[src/rtl/lsu_mem_port_pkg.sv]
// Shared width codes, FSM states and decode helpers for the LSU memory port.
// Optional build macro LSU_MISALIGN_TRAP_EN is consumed by lsu_mem_port.
package lsu_mem_port_pkg;

  localparam logic [2:0] F3_LB  = 3'b000;
  localparam logic [2:0] F3_LH  = 3'b001;
  localparam logic [2:0] F3_LW  = 3'b010;
  localparam logic [2:0] F3_LBU = 3'b100;
  localparam logic [2:0] F3_LHU = 3'b101;
  localparam logic [2:0] F3_SB  = 3'b000;
  localparam logic [2:0] F3_SH  = 3'b001;
  localparam logic [2:0] F3_SW  = 3'b010;

  typedef enum logic [1:0] {
    ST_IDLE = 2'd0,
    ST_REQ  = 2'd1,
    ST_WAIT = 2'd2
  } lsu_state_e;

  function automatic logic f3_legal(
    input logic       we,
    input logic [2:0] f3
  );
    logic ok;
    if (we) begin
      ok = (f3 == F3_SB) || (f3 == F3_SH) ||
           (f3 == F3_SW);
    end else begin
      ok = (f3 == F3_LB) || (f3 == F3_LH) ||
           (f3 == F3_LW) || (f3 == F3_LBU) ||
           (f3 == F3_LHU);
    end
    return ok;
  endfunction

  function automatic logic misaligned(
    input logic [2:0] f3,
    input logic [1:0] off
  );
    logic m;
    m = 1'b0;
    unique case (1'b1)
      (f3[1:0] == 2'b01): m = off[0];
      (f3[1:0] == 2'b10): m = |off;
      default:            m = 1'b0;
    endcase
    return m;
  endfunction

endpackage

[src/rtl/lsu_mem_port_store_lane.sv]
// Store lane: byte enables and lane-replicated write data
// for byte, halfword and word stores.
module lsu_store_lane (
  input  logic [1:0]  size,
  input  logic [1:0]  off,
  input  logic [31:0] wdata,
  output logic [3:0]  be,
  output logic [31:0] data
);

  always_comb begin
    be   = 4'hF;
    data = wdata;
    unique case (1'b1)
      (size == 2'b00): begin
        be   = 4'b0001 << off;
        data = {4{wdata[7:0]}};
      end
      (size == 2'b01): begin
        be   = 4'b0011 << {off[1], 1'b0};
        data = {2{wdata[15:0]}};
      end
      default: begin
        be   = 4'hF;
        data = wdata;
      end
    endcase
  end

endmodule

[src/rtl/lsu_mem_port.sv]
// Load/store bus port: one access per handshake, shifted load data out.
// LSU_MISALIGN_TRAP_EN: reject misaligned accesses instead of clearing bits.
module lsu_mem_port
  import lsu_mem_port_pkg::*;
#(
  parameter int AW = 32
) (
  input  logic          clk,
  input  logic          rst_n,
  input  logic          req_valid,
  output logic          req_ready,
  input  logic          req_we,
  input  logic [2:0]    req_funct3,
  input  logic [AW-1:0] req_addr,
  input  logic [31:0]   req_wdata,
  output logic          mem_req,
  output logic          mem_we,
  output logic [AW-1:0] mem_addr,
  output logic [3:0]    mem_be,
  output logic [31:0]   mem_wdata,
  input  logic          mem_gnt,
  input  logic          mem_rvalid,
  input  logic [31:0]   mem_rdata,
  output logic          ld_valid,
  output logic [31:0]   ld_data,
  output logic [2:0]    ld_funct3,
  output logic          st_done,
  output logic          err,
  output logic          busy
);

  lsu_state_e    state_q, state_d;
  logic          we_q, we_d;
  logic [2:0]    f3_q, f3_d;
  logic [1:0]    off_q, off_d;
  logic [AW-1:0] addr_q, addr_d;
  logic [3:0]    be_q, be_d;
  logic [31:0]   wdata_q, wdata_d;
  logic          ld_valid_q, ld_valid_d;
  logic [31:0]   ld_data_q, ld_data_d;
  logic [2:0]    ld_f3_q, ld_f3_d;
  logic          st_done_q, st_done_d;
  logic          err_q, err_d;

  logic [1:0]    off_eff;
  logic          reject;
  logic [3:0]    lane_be;
  logic [31:0]   lane_data;

`ifdef LSU_MISALIGN_TRAP_EN
  always_comb begin
    off_eff = req_addr[1:0];
    reject  = !f3_legal(req_we, req_funct3) ||
              misaligned(req_funct3, req_addr[1:0]);
  end
`else
  // Misaligned low bits are dropped so the access snaps to its natural boundary.
  always_comb begin
    off_eff = req_addr[1:0];
    unique case (1'b1)
      (req_funct3[1:0] == 2'b01): off_eff = {req_addr[1], 1'b0};
      (req_funct3[1:0] == 2'b10): off_eff = 2'b00;
      default:                    off_eff = req_addr[1:0];
    endcase
    reject = !f3_legal(req_we, req_funct3);
  end
`endif

  lsu_store_lane u_lane (
    .size  (req_funct3[1:0]),
    .off   (off_eff),
    .wdata (req_wdata),
    .be    (lane_be),
    .data  (lane_data)
  );

  always_comb begin
    state_d    = state_q;
    we_d       = we_q;
    f3_d       = f3_q;
    off_d      = off_q;
    addr_d     = addr_q;
    be_d       = be_q;
    wdata_d    = wdata_q;
    ld_data_d  = ld_data_q;
    ld_f3_d    = ld_f3_q;
    ld_valid_d = 1'b0;
    st_done_d  = 1'b0;
    err_d      = 1'b0;
    unique case (state_q)
      ST_IDLE: begin
        if (req_valid) begin
          we_d  = req_we;
          f3_d  = req_funct3;
          off_d = off_eff;
          if (reject) begin
            err_d = 1'b1;
          end else begin
            state_d = ST_REQ;
            addr_d  = {req_addr[AW-1:2], 2'b00};
            be_d    = req_we ? lane_be : 4'hF;
            wdata_d = req_we ? lane_data : 32'h0;
          end
        end
      end
      ST_REQ: begin
        if (mem_gnt) begin
          if (we_q) begin
            state_d   = ST_IDLE;
            st_done_d = 1'b1;
          end else begin
            state_d = ST_WAIT;
          end
        end
      end
      ST_WAIT: begin
        if (mem_rvalid) begin
          state_d    = ST_IDLE;
          ld_valid_d = 1'b1;
          ld_data_d  = mem_rdata >> {off_q, 3'b000};
          ld_f3_d    = f3_q;
        end
      end
      default: state_d = ST_IDLE;
    endcase
  end

  always_ff @(posedge clk or negedge rst_n) begin
    if (!rst_n) begin
      state_q    <= ST_IDLE;
      we_q       <= 1'b0;
      f3_q       <= 3'b000;
      off_q      <= 2'b00;
      addr_q     <= '0;
      be_q       <= 4'h0;
      wdata_q    <= 32'h0;
      ld_valid_q <= 1'b0;
      ld_data_q  <= 32'h0;
      ld_f3_q    <= 3'b000;
      st_done_q  <= 1'b0;
      err_q      <= 1'b0;
    end else begin
      state_q    <= state_d;
      we_q       <= we_d;
      f3_q       <= f3_d;
      off_q      <= off_d;
      addr_q     <= addr_d;
      be_q       <= be_d;
      wdata_q    <= wdata_d;
      ld_valid_q <= ld_valid_d;
      ld_data_q  <= ld_data_d;
      ld_f3_q    <= ld_f3_d;
      st_done_q  <= st_done_d;
      err_q      <= err_d;
    end
  end

  assign req_ready = (state_q == ST_IDLE);
  assign busy      = !req_ready;
  assign mem_req   = (state_q == ST_REQ);
  assign mem_we    = mem_req & we_q;
  assign mem_addr  = addr_q;
  assign mem_be    = be_q;
  assign mem_wdata = wdata_q;
  assign ld_valid  = ld_valid_q;
  assign ld_data   = ld_data_q;
  assign ld_funct3 = ld_f3_q;
  assign st_done   = st_done_q;
  assign err       = err_q;

endmodule
[config.mk]
export PLATFORM = sky130hd
export DESIGN_NAME = lsu_mem_port
export DESIGN_NICKNAME = d
export VERILOG_FILES = /design/src/rtl/lsu_mem_port_pkg.sv /design/src/rtl/lsu_mem_port_store_lane.sv /design/src/rtl/lsu_mem_port.sv
export SDC_FILE = /design/constraint.sdc
export NUM_CORES = 1
export LEC_CHECK = 0
export BUFFER_PORTS_ARGS = -buffer_cell sky130_fd_sc_hd__clkbuf_2
export CAP_MARGIN = 5
export CELL_PAD_IN_SITES_DETAIL_PLACEMENT = 1
export CELL_PAD_IN_SITES_GLOBAL_PLACEMENT = 1
export CORE_ASPECT_RATIO = 2
export CORE_MARGIN = 4
export CORE_UTILIZATION = 38
export DETAILED_ROUTE_END_ITERATION = 8
export GPL_TIMING_DRIVEN = 0
export HOLD_SLACK_MARGIN = 0.1
export PLACE_DENSITY_LB_ADDON = 0.05
export SYNTH_ARGS = -nofsm -noshare
export SYNTH_HDL_FRONTEND = slang
export SYNTH_SLANG_ARGS = --single-unit
[constraint.sdc]
create_clock -name clk -period 4.37 [get_ports clk]
set_clock_uncertainty 0.15 [all_clocks]
set_input_delay 0.6555 -clock clk [delete_from_list [all_inputs] [get_ports clk]]
set_output_delay 0.6555 -clock clk [all_outputs]
set_load 0.1 [all_outputs]
==> impl_metrics.yaml, run 1 <==
route:
  drt-initial-drc-count: 174
  via_per_inst: 5.25
  vias: 4496
  antenna_left: 0
  drc: 0
  wirelength_um: 17300
  first_pass_iters: 4
  wl_per_cell_um: 20.2
run:
  drv_cap: 0
sta:
  hold_ws_ns: 0.261
  hold_violations: 0
  tns_ns: 0
  rsz0062_at_grt: "no"
  setup_viol: 0
  fmaxAchievable_mhz: 374
  worstMarginPinSlew_ns: 0.922
  post-route-period-util_pct: 61.2
  drv_slew: 0
  relSlewSlack_pct: 38.6
  fin_crit_ns: 2.67
status:
  status: "finished clean"
setup_path:
  end_kind: "register"
  cp_max_fo: 10
  crit_start: "req_funct3[1]"
  crit_type: "primary input to register"
  crit_path_start_kind: "primary input"
  cp.arrival_ns: 2.72
  reg2reg_depth: 6
  r2r_end: "mem_be[1]"
  crit-reg2reg-launch: "state_q[0]"
  cp-endpoint: "mem_wdata[28]"
  reg2reg_slack_ns: 2.09
  required_ns: 4.42
synth:
  synthArstFlopShare_pct: 100
  seq_area_frac_synth_pct: 55.2
  ys_warn_count: 0
  ys_types: 32
  syn_inst: 476
  synth_seq_cells: 112
  avgSynthCellArea_um2: 10.7
  syn_area_mm2: 0.00508
  synth-edff-count: 0
  synth_ff_type: "dfrtp_1"
global_route:
  grtUsageMet3_pct: 4.95
  busiest_layer: "met2"
  grt_pass1_vias: 4973
  use_met2_pct: 44.9
  use_met1_pct: 20.8
  grt_pass1_wl_um: 26600
  overflow: 0
  antenna_found_initial: 0
  grt_max_degree: 113
  grt_util_all_layers_pct: 22.2
place:
  post_dp_cell_area_mm2: 0.00634
  dp_hpwl_um: 14000
  gp_congestion: 0.884
  dp_cells: 841
  port_buffers: 212
final_layout:
  layout-drive-gt1-share_pct: 39.7
  n_antenna_cell: 0
  stdcell_count: 857
  finish.instance_area_mm2: 0.00665
  nFillCells: 1561
  area_growth_pct: 30.9
  nNetsFinal: 808
clock_tree:
  numClockSinks: 112
  ctsResizeCount: 0
  tritoncts: "yes"
  clk_pin_slew_ns: 0.07
  cts_buffers: 9
  cts.path.max_buffers: 2
  clock_latency_ns: 0.34
  cts_root_buf: "clkbuf_16"
  ctsHoldBuffers: 0
  cts_setup_buffers: 0
  htree_levels: 3
floorplanning:
  die_w_um: 89.7
  floorplan.rows: 59
  dieHeight_um: 171
  die-area_mm2: 0.0154
  coreArea_mm2: 0.0131
  pin_count: 215
  floorplan.initialDensity_pct: 38.9
min_path:
  hold_class: "primary input to asynchronous set/reset pin"
-- flip-flops by register name (all words and copies together), names as in the netlist --
register / count
mem_addr: 30
we_q: 1
state_q: 2
ld_valid: 1
err: 1
ld_data: 32
ld_funct3: 3
mem_be: 4
off_q: 2
st_done: 1
mem_wdata: 32
f3_q: 3
-- cell families after synthesis --
kind of cell | count (synthesis) | synth area share (%)
AO/OA/AOI/OAI | 117 | 14.4
adder cells (fa/ha/maj) | 3 | 0.739
buffers and inverters | 44 | 3.72
flip-flops | 112 | 55.2
multiplexers | 64 | 14.3
other | 1 | 0.0739
AND/OR/NAND/NOR | 135 | 11.6
-- synthesized netlist by cell type (all sizes together), types with 9 or more instances --
library cell  instances  share of area, %
nand2                94               6.9
a221o                 9               1.8
mux2                 40               9.5
clkbuf               26               1.9
buf                  10               1.2
o31ai                24               3.5
dfrtp               112                55
nor2                 12              0.94
nor2b                11               1.4
o21ai                41               4.0
and2                  9               1.1
mux2i                24               4.7
a21oi                26               2.6
-- cells in the final DEF, fill, tap and decap left out, types with 2 or more instances in the layout --
cell	count
conb_1	2
nand2_1	94
mux2_2	31
inv_6	2
a21oi_1	26
mux2_4	9
or2_2	2
mux2i_1	24
nor2_1	11
ha_1	3
buf_2	7
dfrtp_1	112
a21o_1	3
clkbuf_1	27
buf_4	2
inv_1	7
a221o_1	9
clkbuf_16	9
nand3b_1	2
o21ai_0	41
a31oi_1	3
a211oi_1	8
nand2b_1	3
and2_1	9
o31ai_1	24
clkbuf_2	211
nor2b_1	11
-- metal layers --
metal  vias to the layer above  wire length, um
li1                       2087                -
met1                      2209             5660
met2                       164            10100
met3                        36              903
met4                         0              684
met5                         -                0
-- layout make-up --
class	instances	area (um2)	area share [%]
Timing Repair Buffer	212	1070	16.1
Clock buffer	10	229	3.45
Tap cell	152	190	2.86
Sequential cell	112	2800	42.2
Buffer	36	159	2.39
Multi-Input combinational cell	321	2090	31.4
Inverter	8	30.0	0.452
Clock inverter	6	75.1	1.13
-- worst min path at each step --
stage	start	endpoint	slack, ns
after floorplan	rst_n	err	0.21
after global placement	f3_q[2]	ld_funct3[2]	0.31
after detailed placement	f3_q[2]	ld_funct3[2]	0.31
after CTS	rst_n	ld_data[29]	0.33
after global routing	rst_n	ld_data[29]	0.34
final	rst_n	ld_data[29]	0.26
-- per-stage QoR --
stage,setup WS [ns],utilization (%)
3_3_place_gp,0.852,48.5
2_1_floorplan,0.801,-
6_report,1.70,50.9
3_5_place_dp,1.29,48.5
4_1_cts,1.66,50.9
5_1_grt,1.54,50.9
-- worst max-delay path, stage by stage --
cell	delay (ns)
clkbuf_2	0.09
inv_1	0.07
ha_1	0.19
clkbuf_1	0.20
nor2_2	0.35
a221o_1	0.31
buf_2	0.27
clkbuf_1	0.41
o21ai_0	0.19
Power of run 1 is left out: the tool's default activity adds up to more than one toggle a clock period on the data nets, which glitch-free logic cannot reach.
==> run 2, diff against run 1 <==
ABC_AREA = 1   (was unset)
CORE_UTILIZATION = 31   (was 38)
clock period = 2.19 ns   (was 4.37 ns; I/O delays follow)
==> impl_metrics.yaml, run 2 <==
floorplanning:
  pin_count: 215
  coreArea_mm2: 0.0168
  floorplan.rows: 67
  floorplan.initialDensity_pct: 31.6
  die-area_mm2: 0.0194
  dieHeight_um: 193
  die_w_um: 100
sta:
  setup_viol: 0
  hold_violations: 0
  rsz0062_at_grt: "no"
  drv_slew: 0
  relSlewSlack_pct: 61.4
  tns_ns: 0
  fin_crit_ns: 2.02
  fmaxAchievable_mhz: 496
  post-route-period-util_pct: 92.0
  worstMarginPinSlew_ns: 0.582
clock_tree:
  ctsResizeCount: 0
  tritoncts: "yes"
  clock_latency_ns: 0.35
  cts.path.max_buffers: 2
  htree_levels: 3
  cts_buffers: 9
  clk_pin_slew_ns: 0.07
  numClockSinks: 112
  cts_root_buf: "clkbuf_16"
synth:
  ys_warn_count: 0
  avgSynthCellArea_um2: 7.71
  synthTopCellsByCount: "336 x nand2_1, 112 x dfrtp_1, 57 x nand3_1, 40 x o21ai_0, 38 x inv_1"
  syn_inst: 687
  ys_top_cells_by_area: "dfrtp_1 53%, nand2_1 24%, nand3_1 5.4%"
  synth_top_area_cell: "dfrtp_1"
  synth_seq_cells: 112
  syn_area_mm2: 0.00530
  seq_area_frac_synth_pct: 52.9
  ys_types: 22
  synth_top_area_share_pct: 52.9
  synth_ff_type: "dfrtp_1"
  synthArstFlopShare_pct: 100
  synth-edff-count: 0
  yosysMostFrequentCell: "nand2_1"
setup_path:
  worstPathCellList: "dlygate4sd3_1, clkbuf_2, nand3_2, inv_1, nand2_1, clkbuf_1, o21ai_0"
  crit_path_max_incr_delay_ns: 0.55
  end_kind: "register"
  crit_type: "primary input to register"
  crit-reg2reg-launch: "off_q[0]"
  crit_path_start_kind: "primary input"
  cp.arrival_ns: 2.07
  cp_max_fo: 10
  worst_path_max_delay_cell: "dlygate4sd3_1"
  crit_start: "mem_rvalid"
  required_ns: 2.25
final_layout:
  nNetsFinal: 1056
  fin_util_pct: 43.8
  nFillCells: 2157
  layout-drive-gt1-share_pct: 27.8
  final_cell_mix: "336 x nand2_1, 210 x clkbuf_2, 112 x dfrtp_1, 57 x nand3_1, 40 x o21ai_0"
  finish.instance_area_mm2: 0.00734
  n_antenna_cell: 0
  stdcell_count: 1160
  area_growth_pct: 38.6
  mostFrequentLayoutCell: "nand2_1"
  seq_area_mm2: 0.00280
  multi_input_area_mm2: 0.00209
route:
  wl_per_cell_um: 18.0
  drc: 0
  drt-initial-drc-count: 136
  via_per_inst: 4.72
  first_pass_iters: 4
  wirelength_um: 20900
  antenna_left: 0
  vias: 5473
power:
  power.density_mw_per_mm2: 1750
  p_leak_uw: 0.00418
  irDropWorstVdd_v: 0.000863
status:
  status: "finished clean"
place:
  gp_congestion: 0.937
  port_buffers: 211
  dp_cells: 1107
  post_dp_cell_area_mm2: 0.00666
  dp_hpwl_um: 16800
run:
  drv_cap: 0
global_route:
  grt_util_all_layers_pct: 22.1
  antenna_found_initial: 0
  grt_max_degree: 87
  grt_pass1_wl_um: 32400
  overflow: 0
  grt_pass1_vias: 6013
min_path:
  hold_class: "primary input to register"
  holdCritStartpoint: "req_addr[0]"
## run 2: final cells by class
type | count | share of cell area [%]
clock buffers | 13 | 3.68
inverters | 43 | 2.23
clock inverters | 3 | 0.647
plain buffers | 41 | 3.41
repair buffers | 249 | 19.9
flip-flops and latches | 112 | 38.2
well taps | 207 | 3.53
multi-input cells | 492 | 28.4
## run 2: worst paths after layout
| check | endpoint | slack (ns) | depth (start not counted) |
|---|---|---|---|
| worst min-delay path | off_q[0] | 0.12 | 3 |
| min in group asynchronous | ld_data[9] | 0.27 | 2 |
| max in group asynchronous | mem_wdata[0] | 0.88 | 3 |
| worst max register to register | ld_data[10] | 0.39 | 7 |
| worst max-delay path | ld_data[25] | 0.17 | 7 |
| worst min register to register | ld_funct3[2] | 0.33 | 2 |
## run 2: power breakdown
part | internal (uW) | leakage (uW) | switching [uW]
clock network | 990 | 0.000156 | 780
registers | 2790 | 0.00143 | 415
logic | 1080 | 0.00259 | 6750
total | 4870 | 0.00418 | 7950
## run 2: critical path, delay by kind of cell
kind / cells / cell delay (ns)
buffers and inverters: 4 / 1.22
AND/OR/NAND/NOR: 2 / 0.34
AO/OA/AOI/OAI: 1 / 0.17
## run 2: cells by family after synthesis
logic type      share of synthesized area [%]
other cells                            0.0708
flops                                    52.9
fa+ha+maj                               0.708
buf+inv                                  7.82
simple gates                             31.5
compound gates                           7.04
## run 2: timing repair
item,CTS,global route
setup buffers,0,0
hold buffers,37,0
endpoints found under the hold margin,86,0
## run 2: routing by layer
layer  vias to the layer above  share of wire [%]  routed length [um]  GRT usage (%)
li1                       2655                  -                   -              -
met1                      2591                 33                6880           20.7
met2                       173                 57               11900           42.9
met3                        54                4.1                 850           3.58
met4                         0                5.9                1230           13.5
met5                         -                  0                   0              0
## run 2: through the flow
| step | setup WS, ns | power, uW | hold slack [ns] |
|---|---|---|---|
| after global routing | 0.0361 | 13400 | 0.137 |
| after floorplan | 0.166 | 9510 | -0.117 |
| after detailed placement | 0.0301 | 11100 | 0.0840 |
| after global placement | -1.06 | 11000 | 0.308 |
| after CTS | 0.146 | 13000 | 0.107 |
| final | 0.175 | 12800 | 0.121 |
Note: power is estimated with default switching activity, not from simulation.
==> run 3, diff against run 2 <==
BUFFER_PORTS_ARGS = unset   (was -buffer_cell sky130_fd_sc_hd__clkbuf_2)
CORE_UTILIZATION = 40   (was 31)
DONT_BUFFER_PORTS = 1   (was unset)
==> impl_metrics.yaml, run 3 (same netlist as run 2, synthesis figures left out) <==
final_layout:
  mostFrequentLayoutCell: "nand2_1"
  nNetsFinal: 882
  layout-drive-gt1-share_pct: 7.19
  area_growth_pct: 23.8
  final_cell_mix: "336 x nand2_1, 112 x dfrtp_1, 75 x dlygate4sd3_1, 57 x nand3_1, 40 x o21ai_0"
setup_path:
  required_ns: 1.71
  crit_type: "register to output port"
  reg2reg_slack_ns: 0.32
  cp_max_fo: 3
  end_kind: "output port"
  crit_path_start_kind: "register"
  cp.arrival_ns: 1.61
route:
  via_per_inst: 5.20
  drc: 0
  antenna_left: 0
  drt-initial-drc-count: 168
  vias: 4842
  wirelength_um: 18700
  first_pass_iters: 4
  wl_per_cell_um: 20.1
status:
  violations: "hold timing"
  status: "complete, but fails checks"
run:
  drv_cap: 0
sta:
  relSlewSlack_pct: 34.4
  worst_slack_ns: 0.102
  hold_ws_ns: -0.475
  rsz0062_at_grt: "no"
  drv_slew: 0
  hold_violations: 112
  post-route-period-util_pct: 95.3
  tns_ns: 0
  fin_crit_ns: 2.09
  worstMarginPinSlew_ns: 0.983
  setup_viol: 0
  fmaxAchievable_mhz: 479
min_path:
  hold_class: "primary input to asynchronous set/reset pin"
global_route:
  antenna_found_initial: 0
  grt_max_degree: 113
  grt_util_all_layers_pct: 24.5
  grt_pass1_wl_um: 28100
  grt_pass1_vias: 5279
  overflow: 0
clock_tree:
  clock_latency_ns: 0.34
  numClockSinks: 112
  cts_buffers: 9
  cts.path.max_buffers: 2
  cts_root_buf: "clkbuf_16"
  htree_levels: 3
  cts_setup_buffers: 0
  ctsHoldBuffers: 75
  clk_pin_slew_ns: 0.07
  tritoncts: "yes"
place:
  dp_hpwl_um: 13900
  gp_congestion: 0.912
  port_buffers: 0
  dp_slack_ns: 0.102
floorplanning:
  die-area_mm2: 0.0153
  dieHeight_um: 171
  die_w_um: 89.4
  pin_count: 215
  floorplan.rows: 59
  coreArea_mm2: 0.0130
  floorplan.initialDensity_pct: 40.8
[run 3: changes by cell type in the layout (fill, tap and decap cells not counted), moves of 2 or more]
cell,previous run,this run
clkbuf_8,4,2
clkinvlp_4,0,2
clkbuf_2,210,0
dlygate4sd3_1,37,75
clkinv_4,1,3
inv_1,38,36
[run 3: path summary, 6_finish.rpt]
kind / startpoint / to / depth (start not counted)
hold reg to reg: f3_q[0] / ld_funct3[0] / 2
setup / recovery: state_q[1] / req_ready / 3
setup reg to reg: state_q[1] / mem_wdata[13] / 8
min in group clk: req_wdata[11] / mem_wdata[11] / 4
max in group asynchronous: rst_n / mem_wdata[1] / 0
hold / removal: rst_n / ld_data[11] / 0
[run 3: per-stage QoR]
stage / util [%] / hold WS, ns / area, um2 / cells
final: 50.5 / -0.475 / 6560 / 932
after global routing: 50.5 / -0.506 / 6560 / 931
after CTS: 50.4 / -0.490 / 6550 / 931
after detailed placement: 42.3 / -0.114 / 5500 / 840
after global placement: 42.3 / -0.114 / 5500 / 840
after floorplan: - / -0.117 / 5310 / 688
[run 3: layout make-up]
cell class                 count  area, um2
timing repair buffer          75        751
tap                          152        190
fill                        1580       6430
clock buffer                  11        253
antenna                        1       2.50
clock inverter                 5       40.0
inverter                      43        171
buffer                        41        250
sequential                   112       2800
multi-input combinational    492       2100
[run 3: what timing repair did]
item	4_1_cts	5_1_grt
setup endpoints to repair	2	1
pin swaps	0	0
gates resized for setup	3	1
hold endpoints to repair	189	112
[run 3: worst max-delay path: stages, from the launching register on]
cell,delay [ns]
dfrtp_1,0.38
inv_2,0.07
nand2_4,0.29
clkinvlp_4,0.52
[run 3: layer usage]
layer,vias up,track usage (%),share of wire (%)
met4,0,10.8,4.0
met1,2312,23.7,32
met3,39,6.12,6.8
li1,2306,-,-
met5,-,0,0
met2,185,46.6,57
Power of run 3 is left out for the same reason.
